### src/rtl/mem_arbiter.sv
// mem_arbiter: shares one memory port between instruction fetch (IFU) and
// load/store (LSU). Accepts one request at a time, drives the memory port
// for LATENCY cycles, captures read data and holds it on the granted
// master's response channel until that master takes it.
//
// Build option:
//   MEM_ARB_RR_EN  defined   -> round-robin selection on simultaneous requests
//                  undefined -> fixed priority, LSU over IFU
//
// state | meaning
// ------+---------------------------------------------------------------
// IDLE  | waiting for a request; the selected master sees req_ready
// BUSY  | memory port driven from latched request; counter runs down to 0
// RESP  | captured data offered to the granted master until resp_ready

`timescale 1ns/1ps

module mem_arbiter #(
  parameter int LATENCY = 1
) (
  input  logic        clock,
  input  logic        reset,

  input  logic        ifu_req_valid,
  output logic        ifu_req_ready,
  input  logic [31:0] ifu_req_addr,
  output logic        ifu_resp_valid,
  input  logic        ifu_resp_ready,
  output logic [31:0] ifu_resp_data,

  input  logic        lsu_req_valid,
  output logic        lsu_req_ready,
  input  logic [31:0] lsu_req_addr,
  input  logic        lsu_req_wen,
  input  logic [31:0] lsu_req_wdata,
  input  logic [3:0]  lsu_req_wmask,
  output logic        lsu_resp_valid,
  input  logic        lsu_resp_ready,
  output logic [31:0] lsu_resp_data,

  output logic        mem_valid,
  output logic        mem_wen,
  output logic [31:0] mem_addr,
  output logic [31:0] mem_wdata,
  output logic [3:0]  mem_wmask,
  input  logic [31:0] mem_rdata
);

  if (LATENCY < 1 || LATENCY > 15) begin : g_latency_range_err
    $error("mem_arbiter: LATENCY=%0d is outside the legal range 1..15", LATENCY);
  end

  localparam logic [3:0] LAT_M1 = 4'(LATENCY - 1);

  typedef enum logic [1:0] {
    IDLE = 2'd0,
    BUSY = 2'd1,
    RESP = 2'd2
  } state_t;

  state_t      state_q;
  logic [3:0]  cnt_q;
  logic        grant_q;      // 0 = IFU, 1 = LSU
  logic [31:0] resp_q;
  logic [31:0] addr_q;
  logic        wen_q;
  logic [31:0] wdata_q;
  logic [3:0]  wmask_q;

  logic        sel_lsu;
  logic        sel_ifu;
  logic        idle_open;
  logic        in_busy;
  logic        in_resp;
  logic        resp_taken;

`ifdef MEM_ARB_RR_EN
  // Master granted most recently; starts at LSU so IFU takes the first tie.
  logic        last_q;
  assign sel_lsu = lsu_req_valid && (!ifu_req_valid || !last_q);
`else
  assign sel_lsu = lsu_req_valid;
`endif
  assign sel_ifu = ifu_req_valid && !sel_lsu;

  // Holding reset forces every output low, even before the first reset edge
  // has moved the state register back to IDLE.
  assign idle_open = reset && (state_q == IDLE);
  assign in_busy   = reset && (state_q == BUSY);
  assign in_resp   = reset && (state_q == RESP);

  assign ifu_req_ready = idle_open && sel_ifu;
  assign lsu_req_ready = idle_open && sel_lsu;

  assign resp_taken = grant_q ? lsu_resp_ready : ifu_resp_ready;

  // Arbitration / transaction sequencing.
  always_ff @(posedge clock) begin
    if (!reset) begin
      state_q <= IDLE;
      cnt_q   <= 4'd0;
      grant_q <= 1'b0;
      resp_q  <= 32'd0;
      addr_q  <= 32'd0;
      wen_q   <= 1'b0;
      wdata_q <= 32'd0;
      wmask_q <= 4'd0;
`ifdef MEM_ARB_RR_EN
      last_q  <= 1'b1;
`endif
    end else begin
      case (state_q)
        IDLE: begin
          if (ifu_req_ready || lsu_req_ready) begin
            grant_q <= sel_lsu;
            addr_q  <= sel_lsu ? lsu_req_addr : ifu_req_addr;
            wen_q   <= sel_lsu && lsu_req_wen;
            wdata_q <= sel_lsu ? lsu_req_wdata : 32'd0;
            wmask_q <= sel_lsu ? lsu_req_wmask : 4'd0;
            cnt_q   <= LAT_M1;
            state_q <= BUSY;
`ifdef MEM_ARB_RR_EN
            last_q  <= sel_lsu;
`endif
          end
        end
        BUSY: begin
          if (cnt_q == 4'd0) begin
            resp_q  <= mem_rdata;
            state_q <= RESP;
          end else begin
            cnt_q <= cnt_q - 4'd1;
          end
        end
        RESP: begin
          // Returning to IDLE here leaves the handshake cycle itself closed
          // to new requests, giving one bubble between transactions.
          if (resp_taken) begin
            state_q <= IDLE;
          end
        end
        default: begin
          state_q <= IDLE;
        end
      endcase
    end
  end

  // Memory port: driven only while BUSY; the write strobe fires once, on the
  // last BUSY cycle, so a store is written exactly one time.
  always_comb begin
    mem_valid = in_busy;
    mem_wen   = in_busy && wen_q && (cnt_q == 4'd0);
    mem_addr  = in_busy ? addr_q  : 32'd0;
    mem_wdata = in_busy ? wdata_q : 32'd0;
    mem_wmask = in_busy ? wmask_q : 4'd0;
  end

  // Response channels: only the granted master sees valid data.
  always_comb begin
    ifu_resp_valid = in_resp && !grant_q;
    lsu_resp_valid = in_resp && grant_q;
    ifu_resp_data  = ifu_resp_valid ? resp_q : 32'd0;
    lsu_resp_data  = lsu_resp_valid ? resp_q : 32'd0;
  end

endmodule
### config.mk
export PLATFORM = sky130hd
export DESIGN_NAME = mem_arbiter
export DESIGN_NICKNAME = d
export VERILOG_FILES = /design/src/rtl/mem_arbiter.sv
export SDC_FILE = /design/constraint.sdc
export NUM_CORES = 1
export LEC_CHECK = 0
export BUFFER_PORTS_ARGS = -buffer_cell sky130_fd_sc_hd__buf_2
export CAP_MARGIN = 20
export CORE_ASPECT_RATIO = 1.1
export CORE_UTILIZATION = 40
export DETAILED_ROUTE_END_ITERATION = 6
export PLACE_DENSITY = 0.75
export SETUP_SLACK_MARGIN = 0.05
export SLEW_MARGIN = 5
export SYNTH_ARGS = -nofsm -noshare
export SYNTH_HDL_FRONTEND = slang
export SYNTH_SLANG_ARGS = --single-unit
### constraint.sdc
create_clock -name clock -period 1.4 [get_ports clock]
set_clock_uncertainty 0.1 [all_clocks]
set_input_delay 0 -clock clock [delete_from_list [all_inputs] [get_ports clock]]
set_output_delay 0 -clock clock [all_outputs]
set_load 0.01 [all_outputs]
# Word level (Yosys, flattened, before mapping)

Cells that the tools add are included.

Add/sub/neg operators: 1
Equal/unequal tests: 6
Mux-type cells: 16
Reduce and logical (&&, ||, !) cells: 21

Operator list:

| operator              | number |
|---|---|
| $mux W32              | 6 |
| $mux W4               | 4 |
| $logic_and A1 B1 Y1   | 11 |
| $pmux W4 S2           | 1 |
| $mux W2               | 3 |
| $pmux W2 S3           | 1 |
| $reduce_and A3 Y1     | 2 |
| $logic_not A4 Y1      | 1 |
| $ne A2 B1 Y1 const B  | 2 |
| $ne A2 B2 Y1 const B  | 2 |
| $reduce_and A2 Y1     | 2 |
| $sub A4 B1 Y4 const B | 1 |
| $eq A2 B1 Y1 const B  | 1 |
| $eq A2 B2 Y1 const B  | 1 |
| $logic_not A1 Y1      | 2 |
| $logic_not A2 Y1      | 1 |
| $reduce_bool A2 Y1    | 1 |
| $logic_or A1 B1 Y1    | 1 |
| $mux W1               | 1 |

Register bits: 108

# Longest topological paths before layout

Gate-level depths: netlist of the first run.

Depth in word-level cells: 6
Depth in mapped cells: 8
Mapped depth without buffers: 6

# Worst setup path before layout of the first run

Ideal clock, no wire load.

Kind: reg2reg
Start: reg cnt_q[0]
End: reg resp_q[29]
Library setup time: 0.071 ns
Data arrival time: 1.338 ns
Data required time: 1.229 ns
Path slack: -0.109 ns
Stages on the path, launching flop included: 8
Period minus slack after synthesis: 1.509 ns
Path through: dfxtp_1 inv_1 ha_1 nor3b_2 nand2_1 clkbuf_1 nand2_1 a21oi_1

Longest elaborated chain between the ends: 2

Ends and longest elaborated chain:

| what                        | line | text |
|---|---|---|
| from (decl)                 | 62   | `logic [3:0] cnt_q;` |
| from (signal assigned)      | 132  | `cnt_q <= cnt_q - 4'd1;` |
| $logic_not A4 Y1            | 128  | `if (cnt_q == 4'd0) begin` |
| $reduce_and A2 Y1 (no line) | -    |  |
| to (signal assigned)        | 129  | `resp_q <= mem_rdata;` |
| to (decl)                   | 64   | `logic [31:0] resp_q;` |

Every way passes these cells.
A chain may end at the register's enable or synchronous reset.

# Worst setup path after layout of the first run

Start: reg state_q[0]
End: out lsu_resp_data[18]

Longest elaborated chain between the ends: 4

Ends and longest elaborated chain:

| what                   | line | text |
|---|---|---|
| from (decl)            | 61   | `state_t state_q;` |
| from (signal assigned) | 100  | `state_q <= IDLE;` |
| from (signal assigned) | 121  | `state_q <= BUSY;` |
| from (signal assigned) | 130  | `state_q <= RESP;` |
| $eq A2 B2 Y1           | 90   | `assign in_resp = reset && (state_q == RESP);` |
| $logic_and A1 B1 Y1    | 90   |  |
| $logic_and A1 B1 Y1    | 162  | `lsu_resp_valid = in_resp && grant_q;` |
| $mux W32               | 164  | `lsu_resp_data = lsu_resp_valid ? resp_q : 32'd0;` |
| to (decl)              | 39   | `output logic [31:0] lsu_resp_data,` |

Every way passes these cells.

==> impl_metrics.py, run 1 <==
metrics = {
    "outcome": {
        "status": "finished with violations",
        "failed_checks": "negative setup slack",
    },
    "setup_path": {
        "max_stage_delay_ns": 0.40,
        "critPathTopFamily": "simple AND/OR/NAND/NOR gates",
        "arrival_ns": 1.71,
        "cp-end-kind": "output port",
        "crit_chain": "buf_6 > and4b_4 > buf_6 > and2_1 > buf_2",
        "worst-setup-path-type": "flop to output port",
        "crit_path_top_delay_cell": "and4b_4",
        "crit_required_ns": 1.30,
        "crit_buf_inv": 3,
        "crit_top_cell": "buf_6",
        "worstPathMaxFanout": 8,
        "start_kind": "flop",
    },
    "sta": {
        "tightest_slew_ns": 0.458,
        "report.final.slew_viol_count": 0,
        "fmax_mhz": 554,
        "slew_headroom_pct": 69.5,
        "hold_violations": 0,
        "fin_crit_sh_pct": 129,
        "rsz0062_at_grt": "true",
        "period_needed_ns": 1.81,
        "hold_slack_ns": 0.104,
        "setup_viol": 245,
        "fin_ws_ns": -0.406,
        "tns_ns": -58.26,
    },
    "cells_and_area": {
        "final_cells": 1191,
        "syn_to_final_growth_pct": 100,
        "fin_area_um2": 10400,
        "layout.nets": 1169,
        "finish.utilization_pct": 82.2,
        "drive_gt1_share_pct": 53.9,
    },
    "pwr": {
        "clkPwrFrac_pct": 33.6,
        "p_seq_share_pct": 42.3,
        "p_leak_nw": 4.89,
        "p_int_mw": 5.79,
        "peakVddDrop_uv": 785,
        "p_sw_mw": 2.28,
        "p_sw_share_pct": 28.2,
        "power_frac_comb_pct": 24.1,
        "power.density_nw_per_um2": 777,
        "power_mw": 8.07,
    },
    "clock_network": {
        "cts.clk_slew.worst_paths_ns": 0.07,
        "insertion_delay_ns": 0.34,
        "numCtsBuffers": 9,
        "cts-root-buf": "clkbuf_16",
        "cts.sink_count": 108,
        "cts_htree_levels": 3,
        "cts_max_path_buffers": 2,
        "cts_tree": "built",
    },
    "placed_design": {
        "dp_hpwl_mm": 9.89,
        "dpl.cell_count": 1006,
        "routabilityCongestion": 0.784,
        "postPlaceCellArea_um2": 6870,
        "port_buffers": 276,
        "place_ws_ns": -0.136,
    },
    "floorplanning": {
        "design.die.area_um2": 13500,
        "rows": 43,
        "die_w_um": 111,
        "ioPinCount": 277,
        "die_h_um": 122,
        "initial_core_util_pct": 41.1,
        "core_um2": 12600,
    },
    "global_route": {
        "grt_pass1_vias": 6282,
        "track_usage_pct": 29.1,
        "antenna_found_initial": 1,
        "grt_pass1_wl_mm": 31.2,
        "use_met3_pct": 6.02,
        "grt_max_degree": 55,
        "grt_util_met1_pct": 30.7,
        "globalRouteOverflowTotal": 0,
        "met2_usage_pct": 54.4,
        "gr-max-usage-layer": "met2",
    },
    "yosys": {
        "syn_avg_cell_area_um2": 8.61,
        "synth_area_leaders": "dfxtp_1, and3_1, and2_1, a211oi_2, mux2i_1",
        "syn_inst": 604,
        "synth.cell_area_um2": 5200,
        "synth_fp_nets": 745,
        "synthArstFlopShare_pct": 0,
        "ys.warnings.count": 0,
        "synth_seq_cells": 108,
        "synth_edf_count": 0,
        "yosys_most_used_dff": "dfxtp_1",
        "ys_types": 32,
        "synth_top_area_share_pct": 41.6,
        "ys_seq_area_share_pct": 41.6,
        "ys_top_cells_by_count": "dfxtp_1, nor2_1, and3_1, nand2_1, and2_1",
        "synth_top_area_cell": "dfxtp_1",
        "synth.most_common_cell": "dfxtp_1",
    },
    "worst_hold_path": {
        "timing.hold.worst.class": "input port to flop",
    },
    "run": {
        "cap_violations": 0,
    },
    "drt": {
        "antenna_left": 0,
        "vias_per_cell": 5.56,
        "drt-total-wl_mm": 24.7,
        "drc": 0,
        "firstDrtPassIters": 5,
        "vias": 6617,
        "drt-initial-drc-count": 533,
        "wire_per_inst_um": 20.7,
    },
}
[repair_timing]
action                                  4_1_cts  5_1_grt
endpoints found under the hold margin       103        0
resized for setup                            86      241
endpoints found under the setup margin      246      246
pin swaps                                    37       71
hold buffers                                136        0
setup buffers                                13        5
gates cloned                                 12       10
[worst reg2reg max path, cell delays in order (launching register included)]
cell and delay (ns):
dfxtp_2 0.35, buf_6 0.12, nor2b_4 0.21, buf_8 0.18, and2_4 0.26, buf_16 0.19, nand2_4 0.08, a21oi_2 0.18
[cells by family after synthesis]
| family | count (synthesis) | synth area share, % |
|---|---|---|
| simple gates | 290 | 28.6 |
| fa+ha+maj | 2 | 0.481 |
| flops | 108 | 41.6 |
| buf+inv | 62 | 6.16 |
| mux | 33 | 6.36 |
| compound gates | 109 | 16.8 |
[registers in the layout, indices dropped and copies added (netlist names)]
name and count:
wmask_q 4, grant_q 1, state_q 2, cnt_q 4, wdata_q 32, addr_q 32, wen_q 1, resp_q 32
[power groups by stage]
stage               sequential, mW  clock, mW  combinational, mW
floorplan                     3.41          0              0.714
global placement              3.44          0               1.10
detailed placement            3.44          0               1.12
global route                  3.43       2.87               2.04
finish                        3.42       2.71               1.94
CTS                           3.38       2.75               1.71
[final cells by class]
class	instances	area, um^2
Antenna cell	1	2.50
Clock buffer	11	253
Clock inverter	5	65.1
Fill cell	664	2250
Inverter	3	13.8
Multi-Input combinational cell	434	3450
Sequential cell	108	2170
Tap cell	157	196
Timing Repair Buffer	472	4240
[placed cells by master (no fill, tap or decap), types with 30 or more instances in the layout]
cell and instances:
a21oi_2 31, a22oi_1 37, and2_4 49, and3_1 38, and3_4 32, buf_2 191, buf_6 98, dfxtp_1 103
dlygate4sd3_1 136, mux2i_1 33, nand2_4 30, nor2_1 71
[metal layers]
metal	wire (um)	up-vias	part of all wire (%)
met5	0	-	0
met4	1510	0	6.1
met3	1810	129	7.3
met2	12400	426	50
met1	8920	3128	36
li1	-	2934	-
[path summary, 6_finish.rpt]
check	start	to	slack, ns	depth (start not counted)
worst max-delay path	state_q[0]$_SDFFE_PN0P_	lsu_resp_data[18]	-0.41	5
worst min-delay path	reset	cnt_q[2]$_SDFFE_PN0P_	0.10	5
worst max register to register	state_q[0]$_SDFFE_PN0P_	resp_q[20]$_SDFFE_PN0P_	-0.32	7
worst min register to register	resp_q[27]$_SDFFE_PN0P_	resp_q[27]$_SDFFE_PN0P_	0.38	2
Power figures use the tool's default switching activity.
==> run 2, diff against run 1 <==
- PLACE_DENSITY: 0.75 -> 0.73
- clock period: 1.4 -> 1.93 ns (I/O delays scaled with it)
==> run 2 against run 1 <==
Global-route usage shrank 5.1 points. Highest routed layer unchanged. Register-to-register slack improved by 0.56 ns. Total power down 31%. Setup slack better by 0.57 ns. Critical endpoint is now lsu_resp_data[9]. Sequential share of layout area rose by 4.9 points. The run now ends clean.
==> impl_metrics.py, run 2 (same netlist as run 1, synthesis figures left out) <==
metrics = {
    "clock_network": {
        "cts.sink_count": 108,
        "cts_htree_levels": 3,
        "cts-root-buf": "clkbuf_16",
        "cts_tree": "built",
        "insertion_delay_ns": 0.34,
        "numCtsBuffers": 9,
        "cts_max_path_buffers": 2,
        "cts.clk_slew.worst_paths_ns": 0.07,
    },
    "drt": {
        "drt-total-wl_mm": 16.7,
        "wire_per_inst_um": 14.5,
        "vias": 5770,
        "vias_per_cell": 5.03,
        "firstDrtPassIters": 6,
        "antenna_left": 0,
        "drt-initial-drc-count": 289,
        "drc": 0,
    },
    "floorplanning": {
        "die_w_um": 111,
        "initial_core_util_pct": 41.1,
        "die_h_um": 122,
        "ioPinCount": 277,
        "design.die.area_um2": 13500,
        "rows": 43,
        "core_um2": 12600,
    },
    "cells_and_area": {
        "layout.nets": 1127,
        "syn_to_final_growth_pct": 61.7,
        "layout_commonest_cell": "buf_2",
        "n_fill_cell": 997,
        "drive_gt1_share_pct": 34.5,
        "final_cells": 1148,
        "final_cell_mix": "buf_2, dlygate4sd3_1, dfxtp_1, nor2_1",
        "diodes": 0,
        "register_area_um2": 2160,
        "finish.utilization_pct": 66.5,
        "reg_top3": "addr_q (32), resp_q (32), wdata_q (32)",
        "multiInputGateArea_um2": 2740,
    },
    "sta": {
        "rsz0062_at_grt": "false",
        "slew_headroom_pct": 64.7,
        "report.final.slew_viol_count": 0,
        "setup_viol": 0,
        "tightest_slew_ns": 0.529,
        "tns_ns": 0,
        "fmax_mhz": 568,
        "fin_crit_sh_pct": 91.3,
        "hold_violations": 0,
        "period_needed_ns": 1.76,
    },
    "setup_path": {
        "arrival_ns": 1.66,
        "rr_worst_depth": 4,
        "r2r_start": "grant_q$_SDFFE_PN0P_",
        "cp-end-kind": "output port",
        "start_kind": "flop",
        "crit_required_ns": 1.83,
        "worst-setup-path-type": "flop to output port",
        "rrSetupSlack_ns": 0.24,
        "worstPathMaxFanout": 33,
        "r2r-end": "state_q[0]$_SDFFE_PN0P_",
    },
    "placed_design": {
        "routabilityCongestion": 0.733,
        "dpl.cell_count": 995,
        "port_buffers": 276,
        "dp_hpwl_mm": 9.61,
    },
    "global_route": {
        "grt_pass1_wl_mm": 26.4,
        "grt_pass1_vias": 5660,
        "globalRouteOverflowTotal": 0,
        "grt_max_degree": 106,
        "antenna_found_initial": 0,
        "track_usage_pct": 24.0,
    },
    "worst_hold_path": {
        "timing.hold.worst.class": "input port to flop",
        "min-delay-start": "lsu_req_valid",
        "min_path_cells": 3,
        "worst_hold_path.endpoint": "grant_q$_SDFFE_PN0P_",
    },
    "outcome": {
        "status": "finished clean",
    },
    "pwr": {
        "p_leak_nw": 4.24,
        "power.density_nw_per_um2": 661,
        "peakVddDrop_uv": 554,
    },
    "run": {
        "cap_violations": 0,
    },
}
run 2: cell count changes in the layout (fill, tap and decap cells not counted), moves of 32 or more:
| cell | before | now |
|---|---|---|
| and2_1 | 18 | 67 |
| and2_4 | 49 | 0 |
| and3_1 | 38 | 70 |
| and3_4 | 32 | 0 |
| buf_2 | 191 | 276 |
| buf_6 | 98 | 2 |
| nand2_1 | 23 | 70 |
run 2: worst max path at each step:
stage,to,depth (start not counted),from
floorplan,resp_q[29]$_SDFFE_PN0P_,7,cnt_q[0]$_SDFFE_PN0P_
CTS,mem_addr[0],4,state_q[0]$_SDFFE_PN0P_
detailed placement,addr_q[25]$_SDFFE_PN0P_,5,state_q[1]$_SDFFE_PN0P_
global placement,state_q[0]$_SDFFE_PN0P_,5,state_q[1]$_SDFFE_PN0P_
finish,lsu_resp_data[9],4,state_q[1]$_SDFFE_PN0P_
global route,lsu_resp_data[9],4,state_q[1]$_SDFFE_PN0P_
run 2: through the flow:
stage / worst slack (ns) / instance area, um^2 / hold WS [ns] / power, mW
2_1_floorplan: 0.421 / 5200 / 0.0360 / 2.99
3_3_place_gp: 0.362 / 6690 / 0.141 / 3.25
3_5_place_dp: 0.301 / 6690 / 0.149 / 3.27
4_1_cts: 0.113 / 8400 / 0.0788 / 5.59
5_1_grt: 0.0584 / 8410 / 0.125 / 5.80
6_report: 0.169 / 8410 / 0.101 / 5.56
run 2: cell type report:
cell class,count,area share [%]
clock buffers,12,2.81
clock inverters,4,1.16
inverters,3,0.164
multi-input cells,434,32.5
flip-flops and latches,108,25.7
well taps,157,2.34
repair buffers,430,35.2
run 2: timing repair:
item | 4_1_cts | 5_1_grt
endpoints found under the hold margin | 104 | 0
resized for setup | 0 | 3
endpoints found under the setup margin | 0 | 35
setup buffers | 0 | 0
hold buffers | 137 | 0
run 2: routing by layer:
| metal | track usage, % | up-vias | wire (um) |
|---|---|---|---|
| li1 | - | 2833 | - |
| met1 | 26.1 | 2611 | 6570 |
| met2 | 43.4 | 266 | 8360 |
| met3 | 4.88 | 60 | 963 |
| met4 | 14.0 | 0 | 772 |
| met5 | 0 | - | 0 |
run 2: where the power goes:
group / switching [mW] / internal, mW
logic: 0.479 / 0.551
clock network: 0.806 / 1.27
registers: 0.0787 / 2.37
total: 1.36 / 4.19
run 2: worst max-delay path: stages, from the launching register on:
cell     delay, ns
dfxtp_1       0.48
and4b_1       0.23
buf_4         0.27
and2_1        0.20
buf_2         0.14
==> run 3, diff against run 2 <==
- ABC_AREA: not set -> 1
- PLACE_DENSITY: 0.73 -> 0.72
==> run 3 against run 2 <==
The run now ends with design-rule violations left. Register-to-register slack gained 0.06 ns. Combinational power grew 18%. Die area grew 1.9%. Sequential cell count is the same. Total power grew 0.99%. Routed wire length grew 1.9%.
==> impl_metrics.py, run 3 <==
metrics = {
    "clock_network": {
        "numCtsBuffers": 9,
        "cts_max_path_buffers": 2,
        "insertion_delay_ns": 0.33,
        "cts.sink_count": 108,
        "cts_htree_levels": 3,
        "cts-root-buf": "clkbuf_16",
        "cts_tree": "built",
        "cts.clk_slew.worst_paths_ns": 0.06,
    },
    "setup_path": {
        "crit_chain": "inv_2 > nor2_1 > inv_1 > nor3_2 > inv_4 > nor2_1 > buf_2",
        "crit_top_cell": "nor2_1",
        "cp-end-kind": "output port",
        "crit_path_top_delay_cell": "dfxtp_1",
        "crit_required_ns": 1.83,
        "start_kind": "flop",
        "worst-setup-path-type": "flop to output port",
        "worstPathMaxFanout": 32,
        "max_stage_delay_ns": 0.39,
        "critPathTopFamily": "buffers and inverters",
        "crit_buf_inv": 4,
        "arrival_ns": 1.67,
    },
    "run": {
        "cap_violations": 0,
    },
    "cells_and_area": {
        "layout.nets": 1350,
        "n_fill_cell": 1107,
        "syn_to_final_growth_pct": 56.9,
        "final_cell_mix": "buf_2, nor2_1, nand2_1, dlygate4sd3_1, inv_1",
        "drive_gt1_share_pct": 26.5,
        "layout_commonest_cell": "buf_2",
        "reg_top3": "addr_q (32), resp_q (32), wdata_q (32)",
    },
    "pwr": {
        "p_leak_nw": 4.04,
        "p_sw_mw": 1.54,
        "clkPwrFrac_pct": 33.4,
        "power.density_nw_per_um2": 675,
        "peakVddDrop_uv": 450,
        "p_sw_share_pct": 27.4,
        "p_seq_share_pct": 44.8,
        "p_int_mw": 4.07,
        "power_frac_comb_pct": 21.7,
    },
    "yosys": {
        "synth_top_area_cell": "dfxtp_1",
        "synth_seq_cells": 108,
        "syn_inst": 825,
        "synth_area_leaders": "dfxtp_1, nor2_1, nand2_1, inv_1, a21oi_1",
        "ys_seq_area_share_pct": 40.8,
        "synth.most_common_cell": "nor2_1",
        "syn_avg_cell_area_um2": 6.42,
        "synth.cell_area_um2": 5300,
        "synth_edf_count": 0,
        "synth_top_area_share_pct": 40.8,
        "ys_top_cells_by_count": "nor2_1, nand2_1, inv_1",
        "ys_types": 25,
        "synth_fp_nets": 966,
        "ys.warnings.count": 0,
        "synthArstFlopShare_pct": 0,
        "yosys_most_used_dff": "dfxtp_1",
    },
    "sta": {
        "rsz0062_at_grt": "false",
        "fmax_mhz": 564,
        "fin_crit_sh_pct": 91.9,
        "report.final.slew_viol_count": 0,
        "tightest_slew_ns": 0.530,
        "period_needed_ns": 1.77,
        "slew_headroom_pct": 64.6,
        "setup_viol": 0,
        "tns_ns": 0,
        "fin_ws_ns": 0.157,
        "hold_violations": 0,
    },
    "worst_hold_path": {
        "timing.hold.worst.class": "input port to flop",
    },
    "floorplanning": {
        "die_h_um": 123,
        "initial_core_util_pct": 41.6,
        "core_um2": 12800,
        "die_w_um": 112,
        "design.die.area_um2": 13700,
        "rows": 43,
        "ioPinCount": 277,
    },
    "drt": {
        "firstDrtPassIters": 7,
        "wire_per_inst_um": 12.4,
        "drc": 17,
        "vias": 6377,
        "drt-initial-drc-count": 277,
        "drt-total-wl_mm": 17.0,
        "vias_per_cell": 4.65,
        "antenna_left": 0,
    },
    "outcome": {
        "failed_checks": "design-rule violations",
        "status": "finished with violations",
    },
    "global_route": {
        "grt_pass1_wl_mm": 26.7,
        "grt_pass1_vias": 5956,
        "antenna_found_initial": 1,
        "track_usage_pct": 24.2,
        "grt_max_degree": 66,
        "globalRouteOverflowTotal": 0,
    },
    "placed_design": {
        "dp_hpwl_mm": 10.5,
        "place_ws_ns": 0.350,
        "routabilityCongestion": 0.771,
        "port_buffers": 276,
    },
}
-- run 3: cell count changes after synthesis, sizes merged, moves of 37 or more --
cell,change
o21ai,+65
a21oi,+41
inv,+113
a22oi,-37
nor2,+137
and3,-70
and2,-67
nand2,+115
-- run 3: logic make-up (layout without fill, tap and decap cells) --
logic type      Yosys count  count (layout)  share of synthesized area (%)
simple gates            402             402                           29.4
buf+inv                 170             559                           15.3
compound gates          142             142                           13.9
flops                   108             108                           40.8
fa+ha+maj                 2               2                          0.472
xor+xnor                  1               1                          0.165
other cells               0               1                              0
-- run 3: path summary, 6_finish.rpt --
| path | slack [ns] | depth (start not counted) | startpoint | endpoint |
|---|---|---|---|---|
| worst min-delay path | 0.02 | 5 | reset | grant_q$_SDFFE_PN0P_ |
| worst min register to register | 0.36 | 2 | wdata_q[21]$_SDFFE_PN0P_ | wdata_q[21]$_SDFFE_PN0P_ |
| worst max register to register | 0.30 | 7 | state_q[1]$_SDFFE_PN0P_ | state_q[1]$_SDFFE_PN0P_ |
| worst max-delay path | 0.16 | 7 | state_q[1]$_SDFFE_PN0P_ | ifu_resp_data[25] |
-- run 3: layer usage --
metal	up-vias	wire length, um	track usage, %
li1	3247	-	-
met1	2833	6630	25.6
met2	253	8660	45.7
met3	44	1060	4.49
met4	0	635	12.4
met5	-	0	0
-- run 3: power groups by stage --
| stage | sequential (mW) | combinational [mW] | clock, mW |
|---|---|---|---|
| 2_1_floorplan | 2.55 | 0.702 | 0 |
| 3_3_place_gp | 2.56 | 0.943 | 0 |
| 3_5_place_dp | 2.57 | 0.954 | 0 |
| 4_1_cts | 2.51 | 1.20 | 1.94 |
| 5_1_grt | 2.54 | 1.38 | 2.00 |
| 6_report | 2.52 | 1.22 | 1.88 |
-- run 3: worst register-to-register path: stages (launching register included) --
cell and delay, ns:
dfxtp_1 0.39, inv_2 0.06, nor2_1 0.08, inv_1 0.08, a21oi_1 0.10, o21ai_0 0.08
dlygate4sd3_1 0.56, a21oi_1 0.12
-- run 3: layout make-up --
class                   instances  area (um^2)  area share (%)
well taps                     157          196            2.36
multi-input cells             547         2320            27.9
clock buffers                  12          256            3.08
flip-flops and latches        108         2160            26.0
clock inverters                 4         47.5           0.572
inverters                     116          443            5.32
diodes                          1         2.50          0.0301
repair buffers                427         2890            34.7
-- run 3: repair_timing --
item | CTS | global route
endpoints found under the hold margin | 105 | 0
endpoints found under the setup margin | 40 | 27
hold buffers | 138 | 0
gates cloned | 0 | 0
buffers inserted | 0 | 0
gates resized for setup | 1 | 3
-- run 3: per-stage QoR --
step                      utilization (%)  area (um^2)  hold WS (ns)  power [mW]  std cells
after global routing                 65.2         8320        0.0978        5.92       1372
after CTS                            65.2         8310        0.0156        5.65       1371
after global placement               51.9         6620         0.154        3.50       1217
final                                65.2         8320        0.0228        5.61       1372
after floorplan                         -         5300        0.0459        3.25        825
after detailed placement             51.9         6620         0.160        3.52       1217
